## src/rtl/psum_adder_pkg.sv

```systemverilog
// Shared types, packet field positions and the packet builder for the
// three-lane partial-sum adder.
package psum_adder_pkg;

  localparam int SRC_LSB = 40;
  localparam int DST_LSB = 43;
  localparam int ADDR_W  = 3;

  typedef enum logic [0:0] {
    COLLECT = 1'b0,
    SEND    = 1'b1
  } state_t;

  // Result occupies the low bits, routing fields sit at fixed offsets,
  // every other bit stays zero.
  function automatic logic [63:0] build_packet(input logic [63:0]       result,
                                               input logic [ADDR_W-1:0] src,
                                               input logic [ADDR_W-1:0] dst);
    logic [63:0] p;
    p = result;
    p[SRC_LSB +: ADDR_W] = src;
    p[DST_LSB +: ADDR_W] = dst;
    return p;
  endfunction

endpackage

```

## src/rtl/psum_adder_accum_if.sv

```systemverilog
// Lane inputs, result output and status of the partial-sum adder.
// Handshake: a beat transfers at a rising clk edge where valid && ready are both
// high; the sender holds data stable while valid is high and ready is low.
interface psum_adder_accum_if #(
  parameter int DWIDTH = 8,
  parameter int PWIDTH = 47
);

  logic [DWIDTH-1:0]      in0_data;
  logic                   in0_valid;
  logic                   in0_ready;
  logic [DWIDTH-1:0]      in1_data;
  logic                   in1_valid;
  logic                   in1_ready;
  logic [DWIDTH-1:0]      in2_data;
  logic                   in2_valid;
  logic                   in2_ready;
  logic [PWIDTH-1:0]      out_packet;
  logic                   out_valid;
  logic                   out_ready;
  logic                   busy;
  psum_adder_pkg::state_t state;

  modport master (
    output in0_data, in0_valid, in1_data, in1_valid, in2_data, in2_valid, out_ready,
    input  in0_ready, in1_ready, in2_ready, out_packet, out_valid, busy, state
  );

  modport slave (
    input  in0_data, in0_valid, in1_data, in1_valid, in2_data, in2_valid, out_ready,
    output in0_ready, in1_ready, in2_ready, out_packet, out_valid, busy, state
  );

endinterface

```

## src/rtl/psum_lane_fifo.sv

```systemverilog
// Single-lane psum FIFO; an occupancy counter separates full from empty
// because the pointers alone wrap to the same value in both cases.
module psum_lane_fifo #(
  parameter int DWIDTH     = 8,
  parameter int FIFO_DEPTH = 4
) (
  input  logic              clk,
  input  logic              rst,
  input  logic              push,
  input  logic              pop,
  input  logic [DWIDTH-1:0] din,
  output logic              full,
  output logic              empty,
  output logic [DWIDTH-1:0] dout
);

  localparam int PW = $clog2(FIFO_DEPTH);

  logic [DWIDTH-1:0] mem [FIFO_DEPTH];
  logic [PW-1:0]     wr_ptr;
  logic [PW-1:0]     rd_ptr;
  logic [PW:0]       count;

  assign full  = (count == (PW+1)'(FIFO_DEPTH));
  assign empty = (count == '0);
  assign dout  = mem[rd_ptr];

  // Storage needs no reset; occupancy alone decides what is readable.
  always_ff @(posedge clk) begin
    if (push) begin
      mem[wr_ptr] <= din;
    end
  end

  always_ff @(posedge clk or posedge rst) begin
    if (rst) begin
      wr_ptr <= '0;
      rd_ptr <= '0;
      count  <= '0;
    end else begin
      if (push) begin
        wr_ptr <= wr_ptr + PW'(1);
      end
      if (pop) begin
        rd_ptr <= rd_ptr + PW'(1);
      end
      case ({push, pop})
        2'b10:   count <= count + (PW+1)'(1);
        2'b01:   count <= count - (PW+1)'(1);
        default: count <= count;
      endcase
    end
  end

endmodule

```

## src/rtl/psum_adder_accum.sv

```systemverilog
// Three-lane partial-sum adder: buffers each lane, sums one psum per lane per
// round, accumulates PASSES rounds and emits one result packet.
module psum_adder_accum
  import psum_adder_pkg::*;
#(
  parameter int         DWIDTH     = 8,
  parameter int         PWIDTH     = 47,
  parameter int         FIFO_DEPTH = 4,
  parameter int         PASSES     = 1,
  parameter logic [2:0] SRC_ADDR   = 3'd5,
  parameter logic [2:0] DST_ADDR   = 3'd7,
  parameter int         SATURATE   = 0
) (
  input logic               clk,
  input logic               rst,
  psum_adder_accum_if.slave bus
);

  localparam int CW = $clog2(PASSES + 1);
  localparam int AW = DWIDTH + 2 + CW;

  logic [DWIDTH-1:0] lane_data [3];
  logic [DWIDTH-1:0] lane_dout [3];
  logic [2:0]        lane_valid;
  logic [2:0]        lane_full;
  logic [2:0]        lane_empty;
  logic [2:0]        lane_push;
  logic              pop;

  state_t            state;
  logic [CW-1:0]     pass_cnt;
  logic [AW-1:0]     acc;
  logic [AW-1:0]     acc_next;
  logic [DWIDTH-1:0] result;
  logic              last_pass;
  logic              out_valid;
  logic [PWIDTH-1:0] out_packet;

  assign lane_data[0] = bus.in0_data;
  assign lane_data[1] = bus.in1_data;
  assign lane_data[2] = bus.in2_data;
  assign lane_valid   = {bus.in2_valid, bus.in1_valid, bus.in0_valid};

  // Ready depends only on full, so a full lane stays closed even while popping.
  assign bus.in0_ready = !lane_full[0];
  assign bus.in1_ready = !lane_full[1];
  assign bus.in2_ready = !lane_full[2];
  assign lane_push     = lane_valid & ~lane_full;

  assign pop = (state == COLLECT) && (lane_empty == 3'b000);

  for (genvar g = 0; g < 3; g++) begin : g_lane
    psum_lane_fifo #(
      .DWIDTH     (DWIDTH),
      .FIFO_DEPTH (FIFO_DEPTH)
    ) u_fifo (
      .clk   (clk),
      .rst   (rst),
      .push  (lane_push[g]),
      .pop   (pop),
      .din   (lane_data[g]),
      .full  (lane_full[g]),
      .empty (lane_empty[g]),
      .dout  (lane_dout[g])
    );
  end

  assign last_pass = (pass_cnt == CW'(PASSES - 1));
  assign acc_next  = ((pass_cnt == '0) ? '0 : acc) + AW'(lane_dout[0])
                   + AW'(lane_dout[1]) + AW'(lane_dout[2]);

  always_comb begin
    result = acc_next[DWIDTH-1:0];
    if ((SATURATE != 0) && (|acc_next[AW-1:DWIDTH])) begin
      result = '1;
    end
  end

  // The packet is captured once on entry to SEND and then held until accepted.
  always_ff @(posedge clk or posedge rst) begin
    if (rst) begin
      state      <= COLLECT;
      pass_cnt   <= '0;
      acc        <= '0;
      out_valid  <= 1'b0;
      out_packet <= '0;
    end else begin
      case (state)
        COLLECT: begin
          if (pop) begin
            acc <= acc_next;
            if (last_pass) begin
              pass_cnt   <= '0;
              state      <= SEND;
              out_valid  <= 1'b1;
              out_packet <= PWIDTH'(build_packet(64'(result), SRC_ADDR, DST_ADDR));
            end else begin
              pass_cnt <= pass_cnt + CW'(1);
            end
          end
        end
        SEND: begin
          if (bus.out_ready) begin
            out_valid <= 1'b0;
            state     <= COLLECT;
          end
        end
        default: state <= COLLECT;
      endcase
    end
  end

  assign bus.out_valid  = out_valid;
  assign bus.out_packet = out_packet;
  assign bus.busy       = (pass_cnt != '0) || (state == SEND);
  assign bus.state      = state;

endmodule

```

## src/flat_wrapper.sv

```systemverilog
// flat-port wrapper written by rule: the top's interface ports become plain ports
module psum_adder_accum_flat import psum_adder_pkg::*;
#(
  parameter int         DWIDTH     = 8,
  parameter int         PWIDTH     = 47,
  parameter int         FIFO_DEPTH = 4,
  parameter int         PASSES     = 1,
  parameter logic [2:0] SRC_ADDR   = 3'd5,
  parameter logic [2:0] DST_ADDR   = 3'd7,
  parameter int         SATURATE   = 0
)
  (clk, rst, bus_in0_data, bus_in0_valid, bus_in1_data, bus_in1_valid, bus_in2_data, bus_in2_valid, bus_out_ready, bus_in0_ready, bus_in1_ready, bus_in2_ready, bus_out_packet, bus_out_valid, bus_busy, bus_state);
  psum_adder_accum_if #(.DWIDTH(DWIDTH), .PWIDTH(PWIDTH)) bus_i ();
  input logic clk;
  input logic rst;
  input wire logic [$bits(bus_i.in0_data)-1:0] bus_in0_data;
  input wire logic [$bits(bus_i.in0_valid)-1:0] bus_in0_valid;
  input wire logic [$bits(bus_i.in1_data)-1:0] bus_in1_data;
  input wire logic [$bits(bus_i.in1_valid)-1:0] bus_in1_valid;
  input wire logic [$bits(bus_i.in2_data)-1:0] bus_in2_data;
  input wire logic [$bits(bus_i.in2_valid)-1:0] bus_in2_valid;
  input wire logic [$bits(bus_i.out_ready)-1:0] bus_out_ready;
  output wire logic [$bits(bus_i.in0_ready)-1:0] bus_in0_ready;
  output wire logic [$bits(bus_i.in1_ready)-1:0] bus_in1_ready;
  output wire logic [$bits(bus_i.in2_ready)-1:0] bus_in2_ready;
  output wire logic [$bits(bus_i.out_packet)-1:0] bus_out_packet;
  output wire logic [$bits(bus_i.out_valid)-1:0] bus_out_valid;
  output wire logic [$bits(bus_i.busy)-1:0] bus_busy;
  output wire logic [$bits(bus_i.state)-1:0] bus_state;
  assign bus_i.in0_data = bus_in0_data;
  assign bus_i.in0_valid = bus_in0_valid;
  assign bus_i.in1_data = bus_in1_data;
  assign bus_i.in1_valid = bus_in1_valid;
  assign bus_i.in2_data = bus_in2_data;
  assign bus_i.in2_valid = bus_in2_valid;
  assign bus_i.out_ready = bus_out_ready;
  assign bus_in0_ready = bus_i.in0_ready;
  assign bus_in1_ready = bus_i.in1_ready;
  assign bus_in2_ready = bus_i.in2_ready;
  assign bus_out_packet = bus_i.out_packet;
  assign bus_out_valid = bus_i.out_valid;
  assign bus_busy = bus_i.busy;
  assign bus_state = bus_i.state;
  psum_adder_accum #(.DWIDTH(DWIDTH), .PWIDTH(PWIDTH), .FIFO_DEPTH(FIFO_DEPTH), .PASSES(PASSES), .SRC_ADDR(SRC_ADDR), .DST_ADDR(DST_ADDR), .SATURATE(SATURATE)) u_core (.clk(clk), .rst(rst), .bus(bus_i));
endmodule
```

## config.mk

```make
export PLATFORM = sky130hd
export DESIGN_NAME = psum_adder_accum_flat
export DESIGN_NICKNAME = d
export VERILOG_FILES = /design/src/rtl/psum_adder_pkg.sv /design/src/rtl/psum_adder_accum_if.sv /design/src/rtl/psum_lane_fifo.sv /design/src/rtl/psum_adder_accum.sv /design/src/flat_wrapper.sv
export SDC_FILE = /design/constraint.sdc
export NUM_CORES = 1
export LEC_CHECK = 0
export CAP_MARGIN = 0
export CELL_PAD_IN_SITES_DETAIL_PLACEMENT = 1
export CELL_PAD_IN_SITES_GLOBAL_PLACEMENT = 1
export CORE_MARGIN = 4
export CORE_UTILIZATION = 46
export DETAILED_ROUTE_END_ITERATION = 10
export MAX_ROUTING_LAYER = met4
export PLACE_DENSITY_LB_ADDON = 0.12
export SYNTH_ARGS = -nofsm -noshare
export SYNTH_HDL_FRONTEND = slang
export SYNTH_SLANG_ARGS = --single-unit
```

## constraint.sdc

```tcl
create_clock -name clk -period 3.67 [get_ports clk]
set_clock_uncertainty 0.15 [all_clocks]
set_input_delay 0.367 -clock clk [delete_from_list [all_inputs] [get_ports clk]]
set_output_delay 0.367 -clock clk [all_outputs]
set_load 0.005 [all_outputs]
```

# After elaboration in Yosys (flattened, before gate mapping)
# Memory sizes are Yosys's and may differ from the RTL's.
# Index checks and enable logic that the tools add are counted.
[totals]
ff_bits = 44
ram_bits = 96
wordCells = 83
n_memories = 3
[op_classes]
n_addsub = 16
n_eq_ne = 12
muxes = 19
bitwise = 4
n_reduce_logical = 15
[memory_table]
columns = ["memory", "depth", "word_bits", "read_ports", "rd_clocked_by_memory_dff", "wr", "line_no", "text"]
rows = [
  ["u_core.g_lane[0].u_fifo.mem", 4, 8, 1, 0, 1, "psum_lane_fifo.sv:19", "logic [DWIDTH-1:0] mem [FIFO_DEPTH];"],
  ["u_core.g_lane[1].u_fifo.mem", 4, 8, 1, 0, 1, "psum_lane_fifo.sv:19", ""],
  ["u_core.g_lane[2].u_fifo.mem", 4, 8, 1, 0, 1, "psum_lane_fifo.sv:19", ""],
]
[op_table]
columns = ["operator", "count"]
rows = [
  ["$add 11x8->11", 3],
  ["$pmux 3 s2", 3],
  ["$mux 1", 13],
  ["$add 2x1->2 const B", 6],
  ["$logic_not 3->1", 4],
  ["$mux 11", 1],
  ["$add 3x1->3 const B", 3],
  ["$eq 3x3->1 const B", 3],
  ["$sub 3x1->3 const B", 3],
  ["$eq 2x1->1 const B", 3],
  ["$eq 2x2->1 const B", 3],
  ["$ne 2x2->1 const B", 3],
  ["$reduce_and 3->1", 2],
  ["$reduce_bool 2->1", 3],
  ["$pmux 1 s2", 2],
  ["$and 3x3->3", 1],
  ["$logic_not 1->1", 3],
  ["$not 3->3", 1],
  ["$not 1->1", 2],
  ["$reduce_and 2->1", 1],
  ["$add 1x1->1 const B", 1],
  ["$logic_and 1x1->1", 1],
  ["$logic_or 1x1->1", 1],
]

# Depth between registers and ports, before layout
[depth]
ltp_word = 5
depth_mapped = 12

# Hierarchy
# A second synthesis with hierarchy kept.
[hier_totals]
hier_cells = 386
hier_area_um2 = 5947.0
[by_module_without_submodules]
columns = ["mod", "n_inst", "cells_per_inst", "area_each_um2", "seq_area_each_um2"]
rows = [
  ["psum_lane_fifo", 3, 79, 1556.5, 1136.1],
  ["psum_adder_accum", 1, 149, 1277.5, 275.3],
]

# Least setup slack after synthesis
# OpenSTA, ideal clock, no wires.
[synth_timing]
path_kind = "flip-flop to flip-flop"
startpoint = "register u_core.g_lane[0].u_fifo.rd_ptr[0]"
endpoint = "register u_core.acc[6]"
setup_ns = 0.125
t_arrival_ns = 3.051
t_required_ns = 3.395
path_slack_ns = 0.345
stages_incl_launch_ff = 13
path_buffers = 1
period_less_slack_ns = 3.325
cell_sequence = "dfrtp_1 -> buf_6 -> mux4_1 -> inv_1 -> fa_1 -> inv_1 -> ha_1 -> ha_1 -> fa_1 -> a21o_1 -> a21oi_1 -> xnor2_1 -> mux2_2"
[synth_between]
elab_chain_len = 4
[synth_rtl]
columns = ["element", "line_no", "text"]
rows = [
  ["from (decl)", "psum_lane_fifo.sv:21", "logic [PW-1:0] rd_ptr;"],
  ["from (signal assigned)", "psum_lane_fifo.sv:45", "rd_ptr <= rd_ptr + PW'(1);"],
  ["$mem_v2 4x8", "n/a", ""],
  ["$add 11x8->11", "psum_adder_accum.sv:69", "assign acc_next = ((pass_cnt == '0) ? '0 : acc) + AW'(lane_dout[0])"],
  ["$add 11x8->11 (2 in series)", "psum_adder_accum.sv:70", "+ AW'(lane_dout[1]) + AW'(lane_dout[2]);"],
  ["to (signal assigned)", "psum_adder_accum.sv:91", "acc <= acc_next;"],
  ["to (decl)", "psum_adder_accum.sv:32", "logic [AW-1:0] acc;"],
]
# Every way passes these cells.
# A chain may end at the register's enable or synchronous reset.

# Worst setup path after layout
[layout_timing]
startpoint = "register u_core.g_lane[2].u_fifo.rd_ptr[0]"
endpoint = "register u_core.acc[6]"
[layout_between]
elab_chain_len = 2
[layout_rtl]
columns = ["element", "line_no"]
rows = [
  ["from (decl)", "psum_lane_fifo.sv:21"],
  ["from (signal assigned)", "psum_lane_fifo.sv:45"],
  ["$mem_v2 4x8", "n/a"],
  ["$add 11x8->11", "psum_adder_accum.sv:70"],
]
# Every way passes these cells.

==> reports/metrics.json <==
{
  "run_status": "complete, no violations",
  "setup_viol_count_final": 0,
  "ir_worst_vdd_v": 0.000450,
  "number_of_global_route_vias_before_repair": 3198,
  "crit_fanout": 4,
  "p_clk_frac": 0.219,
  "post_cts_resized": 0,
  "hpwl_after_dpl_mm": 7.52,
  "maxClockFrequency_mhz": 291,
  "worstHoldPathType": "in2async",
  "cts_made_buffers": 17,
  "clock_tree_from_tritoncts": "built",
  "area.sequential_um2": 3680,
  "gp_routability_congestion": 0.730,
  "power.leakage_nw": 2.80,
  "postLayoutSetupSlackWorst_ns": 0.231,
  "worst_pin_slew_ns": 0.735,
  "floorplan.die_area_um2": 14700,
  "synthesis.area_per_instance_um2": 16.3,
  "detail_route.wirelength_mm": 10.4,
  "io_pins": 83,
  "post_synth_num_cell_types": 27,
  "areaGrowthSynthToFinish_pct": 18.5,
  "grt_pass1_wl_mm": 16.7,
  "timing.final.crit_period_ns": 3.44,
  "ys_seq_elements": 128,
  "design.final.nets": 489,
  "synth.largest_area_cell": "edfxtp_1",
  "drv.max_cap_violation_count": 0,
  "power.share.switching": 0.341,
  "cp.arrival_ns": 3.58,
  "ant_nets": 0,
  "dr_total_vias": 2928,
  "routed_wire_per_std_cell_um": 17.1,
  "clk_pin_slew_worst_paths_ns": 0.05,
  "clk-insertion-delay-late_ns": 0.41,
  "root_buffer": "clkbuf_16",
  "most-common-layout-cells": "edfxtp_1 (96), clkdlybuf4s50_1 (48), inv_1 (38), conb_1 (34), dfrtp_1 (32)",
  "fin_crit_sh": 0.937,
  "power.net_switching_mw": 2.43,
  "syn_inst": 360,
  "total_area_of_multi_input_combinational_cells_um2": 1840,
  "cts_hold_buf": 0,
  "die_w_um": 121,
  "dpl_worst_slack_ns": 0.229,
  "syn_area_um2": 5880,
  "seq_power_share": 0.311,
  "setup.worst_path.start_class": "flop",
  "maxSlewViolCount": 0,
  "cp.required_ns": 3.81,
  "detailedRoute.firstPassIterationCount": 6,
  "global_route.usage.total": 0.161,
  "timing.setup.critical_path_class": "reg2reg",
  "portion_of_synthesized_cell_area_occupied_by_the_leading_cell_type": 0.490,
  "p_per_area_nw_per_um2": 1020,
  "fp.coreArea_um2": 12600,
  "most_frequent_standard_cell_in_the_layout_excluding_fill_and_tap_cells": "edfxtp_1",
  "largest_net_degree_at_the_start_of_global_routing": 19,
  "worst_setup_path_end_kind": "flop",
  "fin_tns_setup_ns": 0,
  "netlist_top_cells_area": "edfxtp_1 (49%), dfrtp_1 (14%), mux4_2 (5.7%), ha_1 (5.5%), buf_4 (5.0%)",
  "drc_errors": 0,
  "io_buffers": 48,
  "cts_post_setup_buffers_inserted": 0,
  "maxSlewHeadroom": 0.509,
  "clock_sink_count": 128,
  "starting_density_of_the_core": 0.468,
  "setup_repair_after_global_routing_missed_its_margin": "false",
  "finish.utilization": 0.555,
  "cts-htree-levels": 4,
  "fillerInstances": 1201,
  "global_route.overflow_total": 0,
  "clock_tree.buffer_depth": 2,
  "combinational_group_share_of_total_power": 0.470,
  "drt-vias-per-instance": 4.82,
  "drive_above_1_share": 0.126,
  "die_y_um": 121,
  "synth_warnings": 0,
  "floorplan.rows": 41,
  "final-hold-violation-count": 0,
  "detailedRoute.firstIterationViolations": 91,
  "p_int_mw": 4.69,
  "grt_antenna_before_repair": 0,
  "synth_seq_area_share": 0.626,
  "antenna_cells": 0
}
==> critical path: stages, from the launching register on <==
cell and delay [ns]:
dfrtp_1 0.44, mux4_1 0.64, fa_1 0.45, ha_1 0.29, ha_1 0.22, fa_1 0.47, a21o_1 0.17, a21oi_1 0.16
xnor2_1 0.08, mux2_2 0.26
==> state kept, by name, summed over array words and instances, names as in the netlist <==
register / count
u_core.acc: 8
u_core.g_lane.u_fifo.count: 9
u_core.g_lane.u_fifo.mem: 96
u_core.g_lane.u_fifo.wr_ptr: 6
u_core.bus.out_packet: 1
u_core.bus.out_valid: 1
u_core.bus.state: 1
u_core.g_lane.u_fifo.rd_ptr: 6
==> kinds of logic after synthesis <==
family / synth area share
AO/OA/AOI/OAI: 0.0136
adder cells (fa/ha/maj): 0.0927
AND/OR/NAND/NOR: 0.0321
other: 0.000637
XOR/XNOR: 0.0387
flip-flops: 0.626
buffers and inverters: 0.0840
multiplexers: 0.112
==> per-layer routing <==
layer	GRT usage	vias up	routed length, um
li1	-	1338	-
met1	0.191	1499	4460
met2	0.260	77	5260
met3	0.0448	14	469
met4	0.0680	0	208
met5	-	-	0
==> path summary, 6_finish.rpt <==
kind | start | endpoint | slack, ns | cells past startpoint
worst max-delay path | u_core.g_lane[2].u_fifo.rd_ptr[0] | u_core.acc[6] | 0.23 | 9
worst min-delay path | rst | u_core.g_lane[0].u_fifo.count[0] | 0.24 | 2
worst max register to register | u_core.g_lane[2].u_fifo.rd_ptr[0] | u_core.acc[6] | 0.23 | 9
worst min register to register | u_core.bus.out_valid | u_core.bus.out_valid | 0.32 | 1
max in group asynchronous | rst | u_core.bus.out_packet[40] | 2.41 | 3
min in group clk | u_core.bus.out_valid | u_core.bus.out_valid | 0.32 | 1
==> cell type report <==
class / instances / share of cell area
inverter: 38 / 0.0204
multi-input combinational: 180 / 0.263
sequential: 128 / 0.528
timing repair buffer: 57 / 0.0786
clock inverter: 9 / 0.0131
tap: 172 / 0.0309
clock buffer: 23 / 0.0657
==> cells in the mapped netlist <==
library cell  number
and2_1             3
edfxtp_1          96
fa_1              11
mux2_2             5
nor2_1             6
nor4_1             1
inv_1             38
mux4_2            15
dfrtp_1           32
clkbuf_2           2
and3_1            12
nand2_1            8
ha_1              26
buf_4             39
conb_1             1
nor3_1             3
xor2_1            10
nand3_1            3
a21o_1             4
buf_2              3
xnor2_1           16
a21oi_1            6
buf_6              3
o21ai_0            4
mux2i_1            3
mux4_1             9
or2_2              1
==> per-stage QoR <==
stage / power (mW) / instances / cell area, um^2 / hold WS (ns)
floorplan: 4.74 / 393 / 6010 / 0.314
finish: 7.12 / 607 / 6980 / 0.237
global placement: 5.55 / 575 / 6430 / 0.315
detailed placement: 5.62 / 575 / 6430 / 0.319
global route: 7.76 / 607 / 6980 / 0.296
CTS: 7.27 / 607 / 6980 / 0.254
==> power groups by stage <==
stage               Clock (mW)  Combinational, mW  Sequential [mW]
floorplan                    0               2.59             2.15
global placement             0               3.32             2.23
detailed placement           0               3.38             2.24
CTS                       1.60               3.44             2.22
global route              1.67               3.83             2.26
finish                    1.56               3.35             2.21
(Power assumes the default switching activity.)
